File: config.mk
export PLATFORM = sky130hd
export DESIGN_NAME = id_ex_stage
export DESIGN_NICKNAME = d
export VERILOG_FILES = /design/src/rtl/id_ex_stage.sv
export SDC_FILE = /design/constraint.sdc
export NUM_CORES = 1
export LEC_CHECK = 0
export ABC_CLOCK_PERIOD_IN_PS = 4000
export BUFFER_PORTS_ARGS = -buffer_cell sky130_fd_sc_hd__clkbuf_2
export CAP_MARGIN = 15
export CORE_MARGIN = 2
export CORE_UTILIZATION = 50
export DETAILED_ROUTE_END_ITERATION = 6
export PLACE_DENSITY = 0.84
export SYNTH_ARGS = -nofsm -noshare
export SYNTH_HDL_FRONTEND = slang
export SYNTH_SLANG_ARGS = --single-unit
File: constraint.sdc
create_clock -name clk -period 4 [get_ports clk]
set_input_delay 0.6 -clock clk [delete_from_list [all_inputs] [get_ports clk]]
set_output_delay 0.6 -clock clk [all_outputs]
set_load 0.03 [all_outputs]
File: src/rtl/id_ex_stage.sv
// ID/EX pipeline register with load-use hazard detection, WB-to-ID bypass,
// branch-flush bubbles and a saturating stall-event counter.
module id_ex_stage #(
    parameter int unsigned DATA_W   = 8,
    parameter int unsigned REG_W    = 5,
    parameter int unsigned NULL_REG = 31,
    parameter int unsigned CNT_W    = 16
) (
    input  logic              clk,
    input  logic              rst_n,
    input  logic              id_valid,
    input  logic [REG_W-1:0]  id_rs,
    input  logic [REG_W-1:0]  id_rt,
    input  logic [REG_W-1:0]  id_rd,
    input  logic [DATA_W-1:0] id_rdata_a,
    input  logic [DATA_W-1:0] id_rdata_b,
    input  logic [DATA_W-1:0] id_imm,
    input  logic              id_regwrite,
    input  logic              id_memread,
    input  logic              id_memwrite,
    input  logic              id_alusrc,
    input  logic [3:0]        id_aluop,
    input  logic              wb_regwrite,
    input  logic [REG_W-1:0]  wb_rd,
    input  logic [DATA_W-1:0] wb_data,
    input  logic              flush,
    output logic              stall_ifid,
    output logic              ex_valid,
    output logic [REG_W-1:0]  ex_rs,
    output logic [REG_W-1:0]  ex_rt,
    output logic [REG_W-1:0]  ex_rd,
    output logic [DATA_W-1:0] ex_a,
    output logic [DATA_W-1:0] ex_b,
    output logic [DATA_W-1:0] ex_imm,
    output logic              ex_regwrite,
    output logic              ex_memread,
    output logic              ex_memwrite,
    output logic              ex_alusrc,
    output logic [3:0]        ex_aluop,
    output logic [CNT_W-1:0]  stall_count
);

    localparam logic [REG_W-1:0] NULL_IDX = REG_W'(NULL_REG);
    localparam logic [CNT_W-1:0] CNT_MAX  = {CNT_W{1'b1}};

    logic              hazard;
    logic              load_bubble;
    logic              wb_hit_a;
    logic              wb_hit_b;
    logic [DATA_W-1:0] opnd_a;
    logic [DATA_W-1:0] opnd_b;

    // A load in EX whose result ID needs cannot be forwarded in time.
    assign hazard = id_valid & ex_valid & ex_memread & (ex_rd != NULL_IDX)
                  & ((ex_rd == id_rs) | (ex_rd == id_rt));
    assign stall_ifid = hazard & ~flush;

    // Same-cycle register-file write/read bypass.
    assign wb_hit_a = wb_regwrite & (wb_rd != NULL_IDX) & (wb_rd == id_rs);
    assign wb_hit_b = wb_regwrite & (wb_rd != NULL_IDX) & (wb_rd == id_rt);
    assign opnd_a   = wb_hit_a ? wb_data : id_rdata_a;
    assign opnd_b   = wb_hit_b ? wb_data : id_rdata_b;

    assign load_bubble = flush | hazard | ~id_valid;

    always_ff @(posedge clk or negedge rst_n) begin
        if (!rst_n) begin
            ex_valid    <= 1'b0;
            ex_rs       <= NULL_IDX;
            ex_rt       <= NULL_IDX;
            ex_rd       <= NULL_IDX;
            ex_a        <= '0;
            ex_b        <= '0;
            ex_imm      <= '0;
            ex_regwrite <= 1'b0;
            ex_memread  <= 1'b0;
            ex_memwrite <= 1'b0;
            ex_alusrc   <= 1'b0;
            ex_aluop    <= '0;
        end else if (load_bubble) begin
            ex_valid    <= 1'b0;
            ex_rs       <= NULL_IDX;
            ex_rt       <= NULL_IDX;
            ex_rd       <= NULL_IDX;
            ex_a        <= '0;
            ex_b        <= '0;
            ex_imm      <= '0;
            ex_regwrite <= 1'b0;
            ex_memread  <= 1'b0;
            ex_memwrite <= 1'b0;
            ex_alusrc   <= 1'b0;
            ex_aluop    <= '0;
        end else begin
            ex_valid    <= 1'b1;
            ex_rs       <= id_rs;
            ex_rt       <= id_rt;
            ex_rd       <= id_rd;
            ex_a        <= opnd_a;
            ex_b        <= opnd_b;
            ex_imm      <= id_imm;
            ex_regwrite <= id_regwrite;
            ex_memread  <= id_memread;
            ex_memwrite <= id_memwrite;
            ex_alusrc   <= id_alusrc;
            ex_aluop    <= id_aluop;
        end
    end

    // Saturating count of cycles in which IF/ID was actually held.
    always_ff @(posedge clk or negedge rst_n) begin
        if (!rst_n) begin
            stall_count <= '0;
        end else if (stall_ifid && (stall_count != CNT_MAX)) begin
            stall_count <= stall_count + CNT_W'(1);
        end
    end

endmodule

Word level (Yosys, flattened, before mapping) --
Index checks and enable logic that the tools add are counted.
Word-level totals: bits in registers 64, bits of input ports 65, output and inout bits 65, logic and storage cells 49
Operators by class: add/sub/neg operators 1, eq/ne operators 7, multiplexer cells 14, bitwise gates (word level) 13, reductions and logical operators 1
Operator list (number):
- $mux 8 | 5
- $eq 5x5->1 | 4
- $add 16x1->16 const B | 1
- $ne 16x16->1 const B | 1
- $mux 5 | 3
- $ne 5x5->1 const B | 2
- $and 1x1->1 | 8
- $mux 1 | 5
- $mux 4 | 1
- $or 1x1->1 | 3
- $not 1->1 | 2
- $logic_and 1x1->1 | 1

Logic depth before layout (Yosys ltp) --
Gate-level depths: netlist of the first run.
depth in word-level cells 7, gate-level depth with buffers 7, gate-level depth less buffers 6

Worst setup path after synthesis of the first run --
OpenSTA, ideal clock, no wires.
path type register to output, from register ex_rd[1], to output port stall_ifid, data arrival time 1.934 ns, data required time 3.400 ns, setup slack 1.466 ns, stages on the path, launching flop included 5, buffers on the path 0, path through dfstp_2 xnor2_1 nand3_1 o32a_1 nor3_1
On the way: word-level cells in the longest chain between the ends 4, elaborated cells on any way between the ends 7, classes of those cells eq/ne (3); bitwise (4)
RTL lines:
- start, declared | RTL line 31 | output logic [REG_W-1:0] ex_rd,
- start signal, assigned | RTL line 97 | ex_rd <= id_rd;
- $ne 5x5->1 / $eq 5x5->1 (equally long branches) | RTL line 54, 55
- $and 1x1->1 / $or 1x1->1 (equally long branches) | RTL line 54, 55
- $and 1x1->1 * | RTL line 55 | & ((ex_rd == id_rs) | (ex_rd == id_rt));
- $and 1x1->1 * | RTL line 56 | assign stall_ifid = hazard & ~flush;
- end, declared | RTL line 27 | output logic stall_ifid,
Mark *: on every way between the ends. The rest lies on a longest branch, timed or not.

Final worst setup path of the first run --
Same ends and word-level chain as after synthesis.

==> key figures, run 1 <==
Placement
  – Pre-CTS WS: 1.42 ns
  – Global placement routability congestion: 0.894
  – Port Buffers: 129
  – HPWL after DPL: 5.08 mm

Global route
  – Vias in the first global route: 2,330
  – Grt met3 use: 0.0577
  – First-pass GRT wire length: 10.8 mm
  – Grt ovf: 0
  – Busiest grt layer: met2
  – Initial antenna violation count: 0
  – GRT Overall Usage: 0.224
  – Largest net degree at the start of global routing: 44
  – Grt met2 use: 0.388
  – Met1 Use GR: 0.248

Clocking
  – CTS root buffer: clkbuf_8
  – H-tree levels: 3
  – Post-CTS Resized: 0
  – Total CTS buffers: 9
  – # Post-CTS Setup Buffers: 0
  – CTS Buffer Depth: 2
  – Clock sink count: 64
  – Post-CTS Hold Buffers: 0
  – Worst-skew pair later-pin latency: 0.33 ns
  – CTS clk-pin slew, worst paths: 0.07 ns
  – CTS tree: built

Synth
  – #FFs+latches synth: 64
  – Synthesized net count: 300
  – Synth cell types: 34
  – Syn Area/Cell: 12.3 sq um
  – Post-Syn Instances: 234
  – Cells taking the most area after synthesis: dfrtp_1 43%, dfstp_2 14%, xnor2_1 8.5%
  – Post-Syn Area: 0.00288 sq mm
  – Total number of yosys warnings: 0
  – Yosys top cell by area: dfrtp_1
  – Seq/Total Area, Yosys: 0.563
  – Synth top area share: 0.426

Final layout
  – Nets: 436
  – P&R area growth vs syn: 31.2%
  – Fillers: 448
  – Register area: 0.00162 sq mm
  – Layout cells sized above 1: 0.488
  – Multi-input gate area: 0.00121 sq mm
  – N_diodes: 0

Timing
  – Max-slew headroom: 0.322
  – Max Freq: 384 MHz
  – Max-slew violations: 0
  – Final hold violation count: 0
  – Setup_tns: 0 ns
  – Final setup margin: 1.39 ns
  – Final clock skew: 0.00573 ns
  – Unrepaired setup endpoints after global routing: false
  – Period minus WS final: 2.61 ns
  – Final Cycle Share: 0.651
  – Final hold slack: 0.436 ns
  – Worst-margin pin slew: 1.02 ns
  – Final setup vio count: 0

Routing
  – Initial DRC Count: 94
  – DRC: 0
  – Via count: 2,257
  – DRT Pass-1 Iters: 4
  – Antenna Nets Post-Route: 0
  – Total wire length: 6.71 mm
  – Routed wire per std cell: 15.0 um
  – DR vias/cell: 5.05

Setup path
  – Critical Path RT: 3.40 ns
  – Slowest stage delay, CP: 0.59 ns
  – Sequence of cells on the critical path: xnor2_1 -> nand3_1 -> o32a_1 -> nor3_1 -> clkbuf_2
  – CP max FO: 4
  – Crit-path slowest cell: dfstp_2
  – Worst Setup End Kind: output pin
  – CP Data Arrival Time: 2.01 ns
  – Startpoint types: register
  – Crit Path Category: register to output pin

Floorplan
  – Initial core utilization: 0.520
  – CORE AREA: 0.00554 sq mm
  – Die height: 79.9 um
  – Chip Width: 79.9 um
  – DIE AREA: 0.00638 sq mm
  – Total I/O pin count: 130
  – FP Rows: 27

Pwr
  – Max IR drop VDD: 0.000312 V
  – Total power: 1410 uW
  – Pwr dens: 374 mW/mm^2
  – P_leak: 0.00184 uW

Status
  – Status: finished clean

Run
  – Maxcap violations: 0

Hold path
  – Hold Crit Class: input pin to asynchronous set/reset pin
[where the power goes]
| part | leakage [uW] | total (uW) | internal [uW] | switching, uW |
|---|---|---|---|---|
| sequential | 0.000825 | 680 | 671 | 8.62 |
| clock | 0.000103 | 552 | 320 | 232 |
| combinational | 0.000914 | 181 | 69.3 | 112 |
| total | 0.00184 | 1410 | 1060 | 352 |
[metrics by stage]
step | cells | util | instance area (sq um)
4_1_cts | 447 | 0.682 | 3780
5_1_grt | 447 | 0.682 | 3780
3_3_place_gp | 431 | 0.646 | 3580
6_report | 447 | 0.682 | 3780
3_5_place_dp | 431 | 0.646 | 3580
2_1_floorplan | 234 | - | 2880
[flip-flops by register name, summed over array words and instances (netlist names)]
name,cells
stall_count,16
ex_a,8
ex_b,8
ex_imm,8
ex_rd,5
ex_rs,5
ex_rt,5
ex_aluop,4
ex_alusrc,1
ex_memread,1
ex_memwrite,1
ex_regwrite,1
ex_valid,1
[cell usage after synthesis]
cell type and n:
a21oi_1 2, a311oi_1 1, and2_1 1, and2_4 16
and3_1 5, and4_1 2, and4b_1 1, buf_2 2
buf_6 3, dfrtp_1 49, dfstp_2 15, ha_1 1
inv_2 1, mux2_2 1, mux2i_1 16, nand2_1 9
nand2b_1 15, nand3_1 15, nand4_1 9, nor2_1 21
nor2b_1 1, nor3_1 3, nor4_1 1, nor4_4 2
nor4b_1 1, o2111ai_2 1, o21ai_0 1, o21ai_1 1
o21ai_4 1, o32a_1 1, o32ai_4 1, or3_4 1
xnor2_1 28, xor2_1 6
[logic make-up after synthesis]
group           after synthesis  share of synthesized area
compound gates                9                     0.0339
xor+xnor                     34                      0.103
fa+ha+maj                     1                    0.00434
buf+inv                       6                     0.0165
flops                        64                      0.563
mux                          17                     0.0595
simple gates                103                      0.220
[layout make-up]
type | count | share of cell area
Sequential cell | 64 | 0.429
Multi-Input combinational cell | 164 | 0.321
Timing Repair Buffer | 130 | 0.173
Clock buffer | 13 | 0.0421
Tap cell | 72 | 0.0238
Clock inverter | 3 | 0.0106
Inverter | 1 | 0.000993
[cell usage in the layout (no fill, tap or decap), drive strengths merged, types with 2 or more instances in the layout]
cell / count
and3: 5
a21oi: 2
nand3: 15
nand2: 9
xor2: 6
and4: 2
dfstp: 15
mux2i: 16
nor4: 3
clkinv: 2
nor3: 3
xnor2: 28
and2: 17
nor2: 21
nand4: 9
clkbuf: 142
o21ai: 3
dfrtp: 49
nand2b: 15
[metal layers]
layer / share of wire / up-vias
met5: 0 / -
met4: 0.033 / 0
met3: 0.057 / 21
met2: 0.52 / 79
met1: 0.39 / 1081
li1: - / 1076
[path summary, 6_finish.rpt]
kind	start	to	slack (ns)	depth (start not counted)
worst max-delay path	ex_rd[1]	stall_ifid	1.39	5
worst min-delay path	rst_n	ex_a[1]	0.44	1
worst max register to register	ex_rd[1]	ex_memwrite	1.58	6
worst min register to register	stall_count[11]	stall_count[11]	0.52	1
max in group asynchronous	rst_n	ex_rt[3]	2.65	2
min in group clk	id_rd[1]	ex_rd[1]	0.46	2
[critical path, delay by kind of cell, from the launching register on]
family                    cells  cell delay [ns]
AOI/OAI and AO/OA             1             0.36
and+or+nand+nor               2             0.33
buffers and inverters         1             0.26
xor gates and xnor gates      1             0.14
DFF                           1             0.59
(Power assumes the default switching activity.)
==> run 2: changes to the inputs <==
- ABC_CLOCK_PERIOD_IN_PS: 4000 -> 2400
- CORE_UTILIZATION: 50 -> 47
- PLACE_DENSITY: 0.84 -> 0.8
- clock period: 4 -> 2.4 ns (I/O delays scaled with it)
==> run 2 against run 1 <==
Compared with the run above:
- non-clock buffer count rose by 6
- power is 72% higher
- routed wire length fell by 0.31%
- hold slack worse by 0.21 ns
- global-route usage down 1.3 points
- combinational power grew 70%
- core utilization decreased by 3.1 points
- clock-buffer cell count grew 1
- clock skew rose by 0.0023 ns
- sequential power rose by 66%
- final area is 2.1% higher
- sequential cell count stayed put
==> key figures, run 2 (synthesis results as in run 1) <==
Setup path
  – CP max FO: 4
  – Crit-path leading delay family: flip-flops
  – Critical Path RT: 2.04 ns
  – Slowest stage delay, CP: 0.57 ns
  – Sequence of cells on the critical path: xnor2_1 -> nand3_1 -> o32a_1 -> nor3_2 -> buf_4
  – CP Data Arrival Time: 1.88 ns
  – Startpoint types: register
  – Worst Setup End Kind: output pin
  – Crit Path Category: register to output pin
  – WP buf/inv: 1
  – Crit-path slowest cell: dfstp_2

Floorplan
  – CORE AREA: 0.00592 sq mm
  – DIE AREA: 0.00677 sq mm
  – Die height: 82.3 um
  – Total I/O pin count: 130
  – Initial core utilization: 0.486
  – FP Rows: 28
  – Chip Width: 82.3 um

Timing
  – Max Freq: 447 MHz
  – Worst-margin pin slew: 0.544 ns
  – Unrepaired setup endpoints after global routing: false
  – Final setup margin: 0.162 ns
  – Max-slew violations: 0
  – Max-slew headroom: 0.637
  – Final clock skew: 0.00799 ns
  – Setup_tns: 0 ns
  – Period minus WS final: 2.24 ns
  – Final Cycle Share: 0.933
  – Final setup vio count: 0
  – Final hold violation count: 0

Clocking
  – CTS clk-pin slew, worst paths: 0.07 ns
  – CTS Buffer Depth: 2
  – H-tree levels: 3
  – Worst-skew pair later-pin latency: 0.33 ns
  – CTS root buffer: clkbuf_8
  – CTS tree: built
  – Clock sink count: 64
  – Total CTS buffers: 9

Routing
  – Initial DRC Count: 110
  – Antenna Nets Post-Route: 0
  – DRC: 0
  – Via count: 2,279
  – DRT Pass-1 Iters: 4
  – DR vias/cell: 5.00
  – Total wire length: 6.69 mm
  – Routed wire per std cell: 14.7 um

Pwr
  – Int Power: 1830 uW
  – Clk pwr share: 0.406
  – Pwr dens: 629 mW/mm^2
  – Sequential power share: 0.467
  – Max IR drop VDD: 0.000404 V
  – P_leak: 0.00188 uW
  – Sw frac: 0.245
  – Gate power share: 0.127
  – Net Sw Power: 594 uW

Final layout
  – Top reg by flops: stall_count
  – Most frequent cells in the layout: 128 x clkbuf_2, 49 x dfrtp_1, 28 x xnor2_1, 21 x nor2_1
  – Leading cell type in the layout, fill and taps excluded: clkbuf_2
  – P&R area growth vs syn: 33.9%
  – Layout cells sized above 1: 0.499
  – Max FFs per register: 16
  – N_diodes: 0
  – Nets: 442

Placement
  – Port Buffers: 129
  – Pre-CTS WS: 0.415 ns
  – Global placement routability congestion: 0.879
  – HPWL after DPL: 5.16 mm

Global route
  – Grt ovf: 0
  – GRT Overall Usage: 0.211
  – First-pass GRT wire length: 10.6 mm
  – Largest net degree at the start of global routing: 33
  – Vias in the first global route: 2,221
  – Initial antenna violation count: 0

Status
  – Status: finished clean

Hold path
  – Hold Crit Class: input pin to register

Run
  – Maxcap violations: 0
[run 2: changes by cell type in the layout (fill, tap and decap cells not counted), sizes merged]
cell,before,now
clkinv,2,1
dlygate4sd3,0,1
buf,1,7
[run 2: timing repair]
action                                  in CTS  in global routing
setup buffers                                0                  0
hold buffers                                 1                  0
hold endpoints to repair                     8                  0
endpoints found under the setup margin       0                  1
gates resized for setup                      0                  3
[run 2: power by group through the flow]
stage	clock [uW]	sequential [uW]	combinational (uW)
final	984	1130	308
after global routing	1060	1140	334
after CTS	1000	1130	311
after detailed placement	0	1150	308
after global placement	0	1150	302
after floorplan	0	1220	105
[run 2: worst register-to-register path: cells and delay by family, from the launching register on]
family / cells / cell delay [ns]
AND/OR/NAND/NOR: 4 / 0.78
adder cells (fa/ha/maj): 1 / 0.29
multiplexers: 1 / 0.34
flip-flops: 1 / 0.46
[run 2: area by class of cell]
cell class / count / area [sq um]
Inverter: 1 / 3.75
Timing Repair Buffer: 136 / 703
Tap cell: 75 / 93.8
Sequential cell: 64 / 1620
Multi-Input combinational cell: 164 / 1220
Clock buffer: 14 / 183
Clock inverter: 2 / 35.0
Fill cell: 474 / 2060
[run 2: worst paths after layout]
path,start,endpoint,slack (ns),cells after the start
setup reg to reg,stall_count[0],stall_count[1],0.41,6
max in group asynchronous,rst_n,ex_rs[4],1.16,3
setup / recovery,ex_rd[1],stall_ifid,0.16,5
hold reg to reg,stall_count[9],stall_count[9],0.52,1
hold / removal,id_rd[0],ex_rd[0],0.22,2
min in group asynchronous,rst_n,ex_regwrite,0.52,2
[run 2: per-layer routing]
metal	part of all wire	routed length, um	global-route usage
met1	0.42	2780	0.262
met2	0.50	3330	0.347
met4	0.025	166	0.100
met3	0.061	405	0.0478
met5	0	0	0
[run 2: stage by stage]
stage	total power, uW	instance area (sq um)	cells	hold WS [ns]	utilization
6_report	2430	3860	456	0.223	0.651
5_1_grt	2530	3860	456	0.213	0.651
4_1_cts	2450	3850	456	0.210	0.650
3_5_place_dp	1460	3620	439	0.325	0.612
3_3_place_gp	1450	3620	439	0.316	0.612
2_1_floorplan	1320	2880	234	0.0644	-
